--- src/rtl/vblank_scheduler_if.sv ---
// rtl/vblank_scheduler_if.sv - Request/grant and status bundle for the vblank update scheduler
//
// Purpose: groups the line counter input, the per-requester request/done
// handshake, the error-clear strobe and all scheduler status outputs.
// Ports (signals):
//   y[9:0]           current VGA line
//   req[1:0]         update request, bit 0 paddle/ball, bit 1 bricks
//   done[1:0]        requester finished its update (meaningful while granted)
//   clr_err          clears the sticky overrun/timeout flags
//   grant[1:0]       one-hot or zero grant
//   frame_tick       one-cycle pulse at blanking start
//   window_open      grants may be issued
//   frame_count[7:0] blanking intervals seen, modulo 256
//   overrun          sticky: a grant was revoked at window close
//   timeout          sticky: a grant ran for the full cycle budget
// Modports: master drives the inputs of the scheduler, slave is the scheduler.

interface vblank_scheduler_if;
    logic [9:0] y;
    logic [1:0] req;
    logic [1:0] done;
    logic       clr_err;
    logic [1:0] grant;
    logic       frame_tick;
    logic       window_open;
    logic [7:0] frame_count;
    logic       overrun;
    logic       timeout;

    modport master (
        output y, req, done, clr_err,
        input  grant, frame_tick, window_open, frame_count, overrun, timeout
    );

    modport slave (
        input  y, req, done, clr_err,
        output grant, frame_tick, window_open, frame_count, overrun, timeout
    );
endinterface

--- src/rtl/vblank_scheduler.sv ---
// rtl/vblank_scheduler.sv - Grants game-state update slots to two requesters during vertical blanking
//
// Purpose: detects the start of vertical blanking, then arbitrates the
// update window between two requesters, one grant each per frame, until the
// window closes at CLOSE_LINE. Grants are bounded to GRANT_MAX cycles.
// Ports:
//   clk  single clock, rising edge
//   rst  synchronous active-high reset
//   bus  vblank_scheduler_if.slave (line, req/done, clr_err, grant and status)

module vblank_scheduler #(
    parameter int V_VISIBLE  = 480,
    parameter int CLOSE_LINE = 522,
    parameter int GRANT_MAX  = 4096
) (
    input  logic                 clk,
    input  logic                 rst,
    vblank_scheduler_if.slave    bus
);
    localparam int CW = (GRANT_MAX > 1) ? $clog2(GRANT_MAX) : 1;

    typedef enum logic [1:0] {ST_ACTIVE, ST_ARB, ST_GRANT} state_t;

    state_t          state_q, state_d;
    logic [9:0]      prev_y_q;
    logic [1:0]      grant_q, grant_d;
    logic [1:0]      served_q, served_d;
    logic            ptr_q, ptr_d;
    logic [CW-1:0]   cnt_q, cnt_d;
    logic            tick_q, tick_d;
    logic [7:0]      fcnt_q, fcnt_d;
    logic            ovr_q, ovr_d;
    logic            tmo_q, tmo_d;
    logic            ovr_set, tmo_set;

    logic            blank_start;
    logic            close_hit;
    logic            done_hit;
    logic            tmo_hit;
    logic            owner;
    logic [1:0]      eligible;

    assign blank_start = (bus.y == 10'(V_VISIBLE)) && (prev_y_q != 10'(V_VISIBLE));
    assign close_hit   = (bus.y == 10'(CLOSE_LINE));
    assign eligible    = bus.req & ~served_q;
    assign owner       = grant_q[1];
    // done is only honoured from the requester currently holding the grant
    assign done_hit    = |(bus.done & grant_q);
    assign tmo_hit     = (cnt_q == CW'(GRANT_MAX - 1));

    always_comb begin
        state_d  = state_q;
        grant_d  = grant_q;
        served_d = served_q;
        ptr_d    = ptr_q;
        cnt_d    = cnt_q;
        tick_d   = 1'b0;
        fcnt_d   = fcnt_q;
        ovr_set  = 1'b0;
        tmo_set  = 1'b0;

        case (state_q)
            ST_ACTIVE: begin
                grant_d = 2'b00;
                if (blank_start) begin
                    state_d  = ST_ARB;
                    tick_d   = 1'b1;
                    fcnt_d   = fcnt_q + 8'd1;
                    served_d = 2'b00;
                end
            end
            ST_ARB: begin
                // window close beats any pending request
                if (close_hit) begin
                    state_d = ST_ACTIVE;
                end else if (|eligible) begin
                    state_d = ST_GRANT;
                    cnt_d   = '0;
                    if (eligible == 2'b11) begin
                        grant_d = ptr_q ? 2'b10 : 2'b01;
                    end else begin
                        grant_d = eligible;
                    end
                end
            end
            ST_GRANT: begin
                cnt_d = cnt_q + 1'b1;
                // done > close > timeout; done never raises a flag
                if (done_hit) begin
                    grant_d  = 2'b00;
                    served_d = served_q | grant_q;
                    ptr_d    = ~owner;
                    state_d  = close_hit ? ST_ACTIVE : ST_ARB;
                end else if (close_hit) begin
                    grant_d = 2'b00;
                    ovr_set = 1'b1;
                    state_d = ST_ACTIVE;
                end else if (tmo_hit) begin
                    grant_d  = 2'b00;
                    tmo_set  = 1'b1;
                    served_d = served_q | grant_q;
                    ptr_d    = ~ptr_q;
                    state_d  = ST_ARB;
                end
            end
            default: begin
                state_d = ST_ACTIVE;
                grant_d = 2'b00;
            end
        endcase

        // a set event in the same cycle overrides clr_err
        ovr_d = ovr_set | (ovr_q & ~bus.clr_err);
        tmo_d = tmo_set | (tmo_q & ~bus.clr_err);
    end

    always_ff @(posedge clk) begin
        if (rst) begin
            state_q  <= ST_ACTIVE;
            prev_y_q <= 10'd0;
            grant_q  <= 2'b00;
            served_q <= 2'b00;
            ptr_q    <= 1'b0;
            cnt_q    <= '0;
            tick_q   <= 1'b0;
            fcnt_q   <= 8'd0;
            ovr_q    <= 1'b0;
            tmo_q    <= 1'b0;
        end else begin
            state_q  <= state_d;
            prev_y_q <= bus.y;
            grant_q  <= grant_d;
            served_q <= served_d;
            ptr_q    <= ptr_d;
            cnt_q    <= cnt_d;
            tick_q   <= tick_d;
            fcnt_q   <= fcnt_d;
            ovr_q    <= ovr_d;
            tmo_q    <= tmo_d;
        end
    end

    assign bus.grant       = grant_q;
    assign bus.frame_tick  = tick_q;
    assign bus.window_open = (state_q != ST_ACTIVE);
    assign bus.frame_count = fcnt_q;
    assign bus.overrun     = ovr_q;
    assign bus.timeout     = tmo_q;
endmodule

--- src/flat_wrapper.sv ---
// flat-port wrapper written by rule: the top's interface ports become plain ports
module vblank_scheduler_flat 
#(
    parameter int V_VISIBLE  = 480,
    parameter int CLOSE_LINE = 522,
    parameter int GRANT_MAX  = 4096
)
  (clk, rst, bus_y, bus_req, bus_done, bus_clr_err, bus_grant, bus_frame_tick, bus_window_open, bus_frame_count, bus_overrun, bus_timeout);
  vblank_scheduler_if bus_i ();
  input  logic clk;
  input  logic rst;
  input wire logic [$bits(bus_i.y)-1:0] bus_y;
  input wire logic [$bits(bus_i.req)-1:0] bus_req;
  input wire logic [$bits(bus_i.done)-1:0] bus_done;
  input wire logic [$bits(bus_i.clr_err)-1:0] bus_clr_err;
  output wire logic [$bits(bus_i.grant)-1:0] bus_grant;
  output wire logic [$bits(bus_i.frame_tick)-1:0] bus_frame_tick;
  output wire logic [$bits(bus_i.window_open)-1:0] bus_window_open;
  output wire logic [$bits(bus_i.frame_count)-1:0] bus_frame_count;
  output wire logic [$bits(bus_i.overrun)-1:0] bus_overrun;
  output wire logic [$bits(bus_i.timeout)-1:0] bus_timeout;
  assign bus_i.y = bus_y;
  assign bus_i.req = bus_req;
  assign bus_i.done = bus_done;
  assign bus_i.clr_err = bus_clr_err;
  assign bus_grant = bus_i.grant;
  assign bus_frame_tick = bus_i.frame_tick;
  assign bus_window_open = bus_i.window_open;
  assign bus_frame_count = bus_i.frame_count;
  assign bus_overrun = bus_i.overrun;
  assign bus_timeout = bus_i.timeout;
  vblank_scheduler #(.V_VISIBLE(V_VISIBLE), .CLOSE_LINE(CLOSE_LINE), .GRANT_MAX(GRANT_MAX)) u_core (.clk(clk), .rst(rst), .bus(bus_i));
endmodule
--- config.mk ---
export PLATFORM = sky130hd
export DESIGN_NAME = vblank_scheduler_flat
export DESIGN_NICKNAME = d
export VERILOG_FILES = /design/src/rtl/vblank_scheduler_if.sv /design/src/rtl/vblank_scheduler.sv /design/src/flat_wrapper.sv
export SDC_FILE = /design/constraint.sdc
export NUM_CORES = 1
export LEC_CHECK = 0
export ABC_CLOCK_PERIOD_IN_PS = 2400
export CAP_MARGIN = 5
export CORE_ASPECT_RATIO = 1.4
export CORE_UTILIZATION = 53
export DETAILED_ROUTE_END_ITERATION = 10
export HOLD_SLACK_MARGIN = 0.15
export PLACE_DENSITY = 0.9
export SYNTH_ARGS = -nofsm -noshare
export SYNTH_HDL_FRONTEND = slang
export SYNTH_SLANG_ARGS = --single-unit
export TNS_END_PERCENT = 50
--- constraint.sdc ---
create_clock -name clk -period 2.4 [get_ports clk]
set_input_delay 0.48 -clock clk [delete_from_list [all_inputs] [get_ports clk]]
set_output_delay 0.48 -clock clk [all_outputs]
set_load 0.1 [all_outputs]
; Yosys cells after proc, flatten, opt, wreduce, memory -nomap -nowiden
; Cells that the tools add are included.
; W data, S select, Z words.
[op_classes]
bitwise = 12
reduce_logical = 15
n_addsub = 2
n_eq_ne = 15
mux = 35
[op_table]
columns = operator, count
row1 = $mux W2, 17
row2 = $mux W12, 2
row3 = $pmux W12 S2, 1
row4 = $add A12 B1 Y12 const B, 1
row5 = $eq A12 B12 Y1 const B, 1
row6 = $mux W1, 12
row7 = $reduce_and A3 Y1, 4
row8 = $eq A10 B10 Y1 const B, 1
row9 = $eq A10 B9 Y1 const B, 1
row10 = $ne A10 B9 Y1 const B, 1
row11 = $add A8 B1 Y8 const B, 1
row12 = $pmux W2 S2, 2
row13 = $reduce_bool A2 Y1, 4
row14 = $ne A3 B1 Y1 const B, 2
row15 = $pmux W2 S3, 1
row16 = $reduce_or A2 Y1, 3
row17 = $and A2 B2 Y2, 2
row18 = $eq A2 B2 Y1 const B, 2
row19 = $ne A2 B1 Y1 const B, 2
row20 = $ne A2 B2 Y1 const B, 2
row21 = $ne A4 B1 Y1 const B, 1
row22 = $not A1 Y1, 4
row23 = $reduce_and A4 Y1, 1
row24 = $ne A3 B3 Y1 const B, 1
row25 = 8 further kinds, 10
[totals]
elab_cells = 89
ff_bits = 40

; Logic depth before layout (Yosys ltp)
[logic_depth]
word_depth = 7
ltp_mapped = 9

; Worst setup path before layout
; Ideal clock, no wire load.
[synth_timing]
kind = input to register
from = in bus_y[4]
to = reg u_core.state_q[0]
arrival_ps = 2174
path_buffers = 0
stages = 5
required_ps = 2329
slack_ps = 155
path_cell_list = or3_4 or3b_1 o41a_1 or4_1 a21oi_1
[synth_via]
elab_chain_cells = 4
[synth_rtl]
columns = item, line_no
row1 = start: declaration, flat_wrapper.sv:12  ; input wire logic [$bits(bus_i.y)-1:0] bus_y;
row2 = $eq A10 B10 Y1 or $eq A10 B9 Y1 (tied branches), "vblank_scheduler.sv:44, vblank_scheduler.sv:43"
row3 = $mux W2 (tied with other cells), vblank_scheduler.sv:94  ; end else if (close_hit) begin
row4 = $mux W2 or $ne A2 B1 Y1 (tied branches), -
row5 = $pmux W2 S3 or $reduce_and A3 Y1 (tied branches), -
row6 = end signal: assignment, vblank_scheduler.sv:130  ; state_q <= state_d;
row7 = end: declaration, vblank_scheduler.sv:24  ; state_t state_q, state_d;
; Parallel ways exist; a longest one is shown, timed or not.
; A chain may end at the register's enable or synchronous reset.

; Worst setup path in the final report
; Ends and elaborated chain as after synthesis.

==> run_results.csv <==
group,metric,value,unit
run_status,status,"finished, violations left",
run_status,violations,"setup timing",
clock_network,cts_buffers,5,
setup_path,cp.arrival,2640,ps
yosys,ys_seq_area_share,40.9,%
route,post_drt_wl_per_cell,15.4,um
yosys,synth_flop_cell,"dfxtp_1",
yosys,synth_top_area_share,40.9,%
power,p_leak,0.000923,uW
global_route,overflow,0,
floorplanning,pin_count,31,
clock_network,clockBufferDepth,2,
setup_path,required,2630,ps
yosys,yosysTopAreaCell,"dfxtp_1",
placement,routabilityCongestion,0.836,
sta,hold_viol_final,0,
floorplanning,dieHeight,73.9,um
sta,skew,6.29,ps
clock_network,clk_latency,300,ps
global_route,antenna_found_initial,0,
sta,worstMarginPinSlew,572,ps
route,vias,1864,
clock_network,clkTransAtPathRegs,80,ps
clock_network,cts-htree-levels,2,
placement,io_buffers,30,
route,ant_nets,0,
clock_network,clockRootBuffer,"clkbuf_8",
hold_path,min_path_type,"reg -> reg",
yosys,ys_types,45,
yosys,syn_inst,227,
cells_and_area,area_delta_synth_final,26.9,%
setup_path,worst_setup_path_start_kind,"input port",
setup_path,criticalPathCategory,"in -> reg",
route,drc,0,
yosys,synth_area_leaders,"dfxtp_1 (41%), ha_1 (3.8%), nor2b_1 (3.5%), nor2_1 (3.4%), xnor2_1 (3.1%)",
yosys,synth_edf_count,0,
route,first_pass_iters,4,
floorplanning,coreArea,3440,sq um
yosys,synth-async-reset-ratio,0,%
placement,place_hpwl,3390,um
floorplanning,initial_core_util,56.9,%
floorplanning,dieArea,3950,sq um
setup_path,cp-end-kind,"flop",
route,via_per_inst,5.96,
sta,relSlewSlack,61.9,%
run,drv_cap,0,
floorplanning,die_w,53.4,um
clock_network,clock_sinks,40,
yosys,ys_warn_count,0,
global_route,grt_max_degree,37,
global_route,grt_pass1_wl,8000,um
sta,fin_crit,2410,ps
sta,hold_ws,447,ps
sta,finalCritPeriodShare,100,%
route,wirelength,4810,um
sta,slew_violations,0,
cells_and_area,fin_cells,313,
clock_network,tritoncts,"built",
route,first_iter_violations,72,
clock_network,post_cts_buffers,0,
global_route,grt.total_usage,27.9,%
yosys,avgSynthCellArea,8.63,sq um
cells_and_area,drive_above_1_share,17.6,%
placement,place_inst,305,
global_route,grt_pass1_vias,1809,
sta,fmax,0.415,GHz
cells_and_area,diodes,0,
yosys,synth_seq_cells,40,
power,vdd_drop_max,0.513,mV
floorplanning,rows,25,
sta,rsz0062_at_grt,"true",
power,power,1390,uW
sta,fin_ws,-8.52,ps
yosys,synth_nets,250,
sta,setup_violations,1,
placement,dpl_worst_slack,-324,ps
power,power.density,560,nW/um^2
cells_and_area,fin_nets,295,
yosys,synth_area,1960,sq um
setup_path,crit_fanout,5,
[power by group]
group / internal [uW] / switching (uW)
registers: 677 / 8.99
logic: 98.5 / 128
clock network: 233 / 247
total: 1010 / 385
[logic make-up after synthesis]
group / share of synthesized area, %
buffers and inverters: 4.41
AND/OR/NAND/NOR: 28.2
flip-flops: 40.9
XOR/XNOR: 3.13
adder cells (fa/ha/maj): 3.83
AO/OA/AOI/OAI: 18.1
multiplexers: 1.53
[placed cells by master, fill, tap and decap left out, types with 4 or more instances in the layout]
cell type and n:
a21o_1 5, a21oi_1 9, a32o_1 5, buf_4 33, clkbuf_8 6, clkdlybuf4s50_1 16, dfxtp_1 40, ha_1 6
inv_1 12, nand2_1 12, nand3_1 10, nand4_1 5, nor2_1 18, nor2b_1 11, nor3_1 9, o211ai_1 6
o21ai_0 8, or3_1 4, xnor2_1 7
[final cells by class]
class                           count  area (sq um)
Inverter                           12          45.0
Multi-Input combinational cell    164          1080
Timing Repair Buffer               49           408
Clock inverter                      2          15.0
Clock buffer                        6          82.6
Fill cell                         262           955
Sequential cell                    40           801
Tap cell                           40          50.0
[critical path, cell delays in order]
cell and delay [ps]:
clkdlybuf4s50_1 420, or3_4 420, or3b_1 360, o41a_1 330, or4_4 520, a21oi_2 120
[sequential cells by signal, indices dropped and copies added, names as in the netlist]
signal and count:
u_core.bus.overrun 1, u_core.prev_y_q 10, u_core.served_q 2, u_core.bus.timeout 1, u_core.state_q 2, u_core.bus.grant 2, u_core.ptr_q 1, u_core.cnt_q 12
u_core.bus.frame_tick 1, u_core.bus.frame_count 8
[cells in the mapped netlist (2+ instances only)]
master    count
nor3b_1       2
and4_1        3
a31oi_1       3
nand4b_1      3
a21oi_1      10
mux2i_1       3
nand4_1       5
clkbuf_1      9
a32o_1        5
nand2_1      12
nor2b_1      11
or4_1         3
nor4_1        3
dfxtp_1      40
nand3_1      10
xnor2_1       7
a21o_1        5
inv_1        12
ha_1          6
nor2_1       18
nor3_1        9
or3_1         4
nand2b_1      3
a211oi_1      2
and3_1        4
and2_1        2
o21ai_0       8
o41ai_1       2
buf_1         2
o211ai_1      6
[routing by layer]
metal	GRT usage, %	part of all wire (%)	vias up
li1	-	-	921
met5	0	0	-
met3	6.75	3.7	10
met4	11.4	1.8	0
met2	50.0	54	37
met1	30.5	40	896
[final timing paths]
path | from | end | slack [ps] | depth (start not counted)
worst max-delay path | bus_y[4] | u_core.state_q[0] | -9 | 6
worst min-delay path | u_core.served_q[0] | u_core.served_q[0] | 450 | 2
worst max register to register | u_core.state_q[1] | u_core.cnt_q[5] | 300 | 6
worst min register to register | u_core.served_q[0] | u_core.served_q[0] | 450 | 2
[metrics by stage]
stage	setup TNS [ps]	cell area, sq um	util [%]
after floorplan	0	1960	-
after global placement	-4300	2380	69.1
after detailed placement	-5140	2380	69.1
after CTS	0	2470	71.9
after global routing	-49.3	2490	72.3
final	-8.52	2490	72.3
[timing repair]
action | in CTS | in global routing
pin swaps | 2 | 1
endpoints found under the setup margin | 1 | 12
hold buffers | 0 | 0
gates cloned | 0 | 0
resized for setup | 0 | 4
No activity file was read; power rests on OpenSTA's default activity.
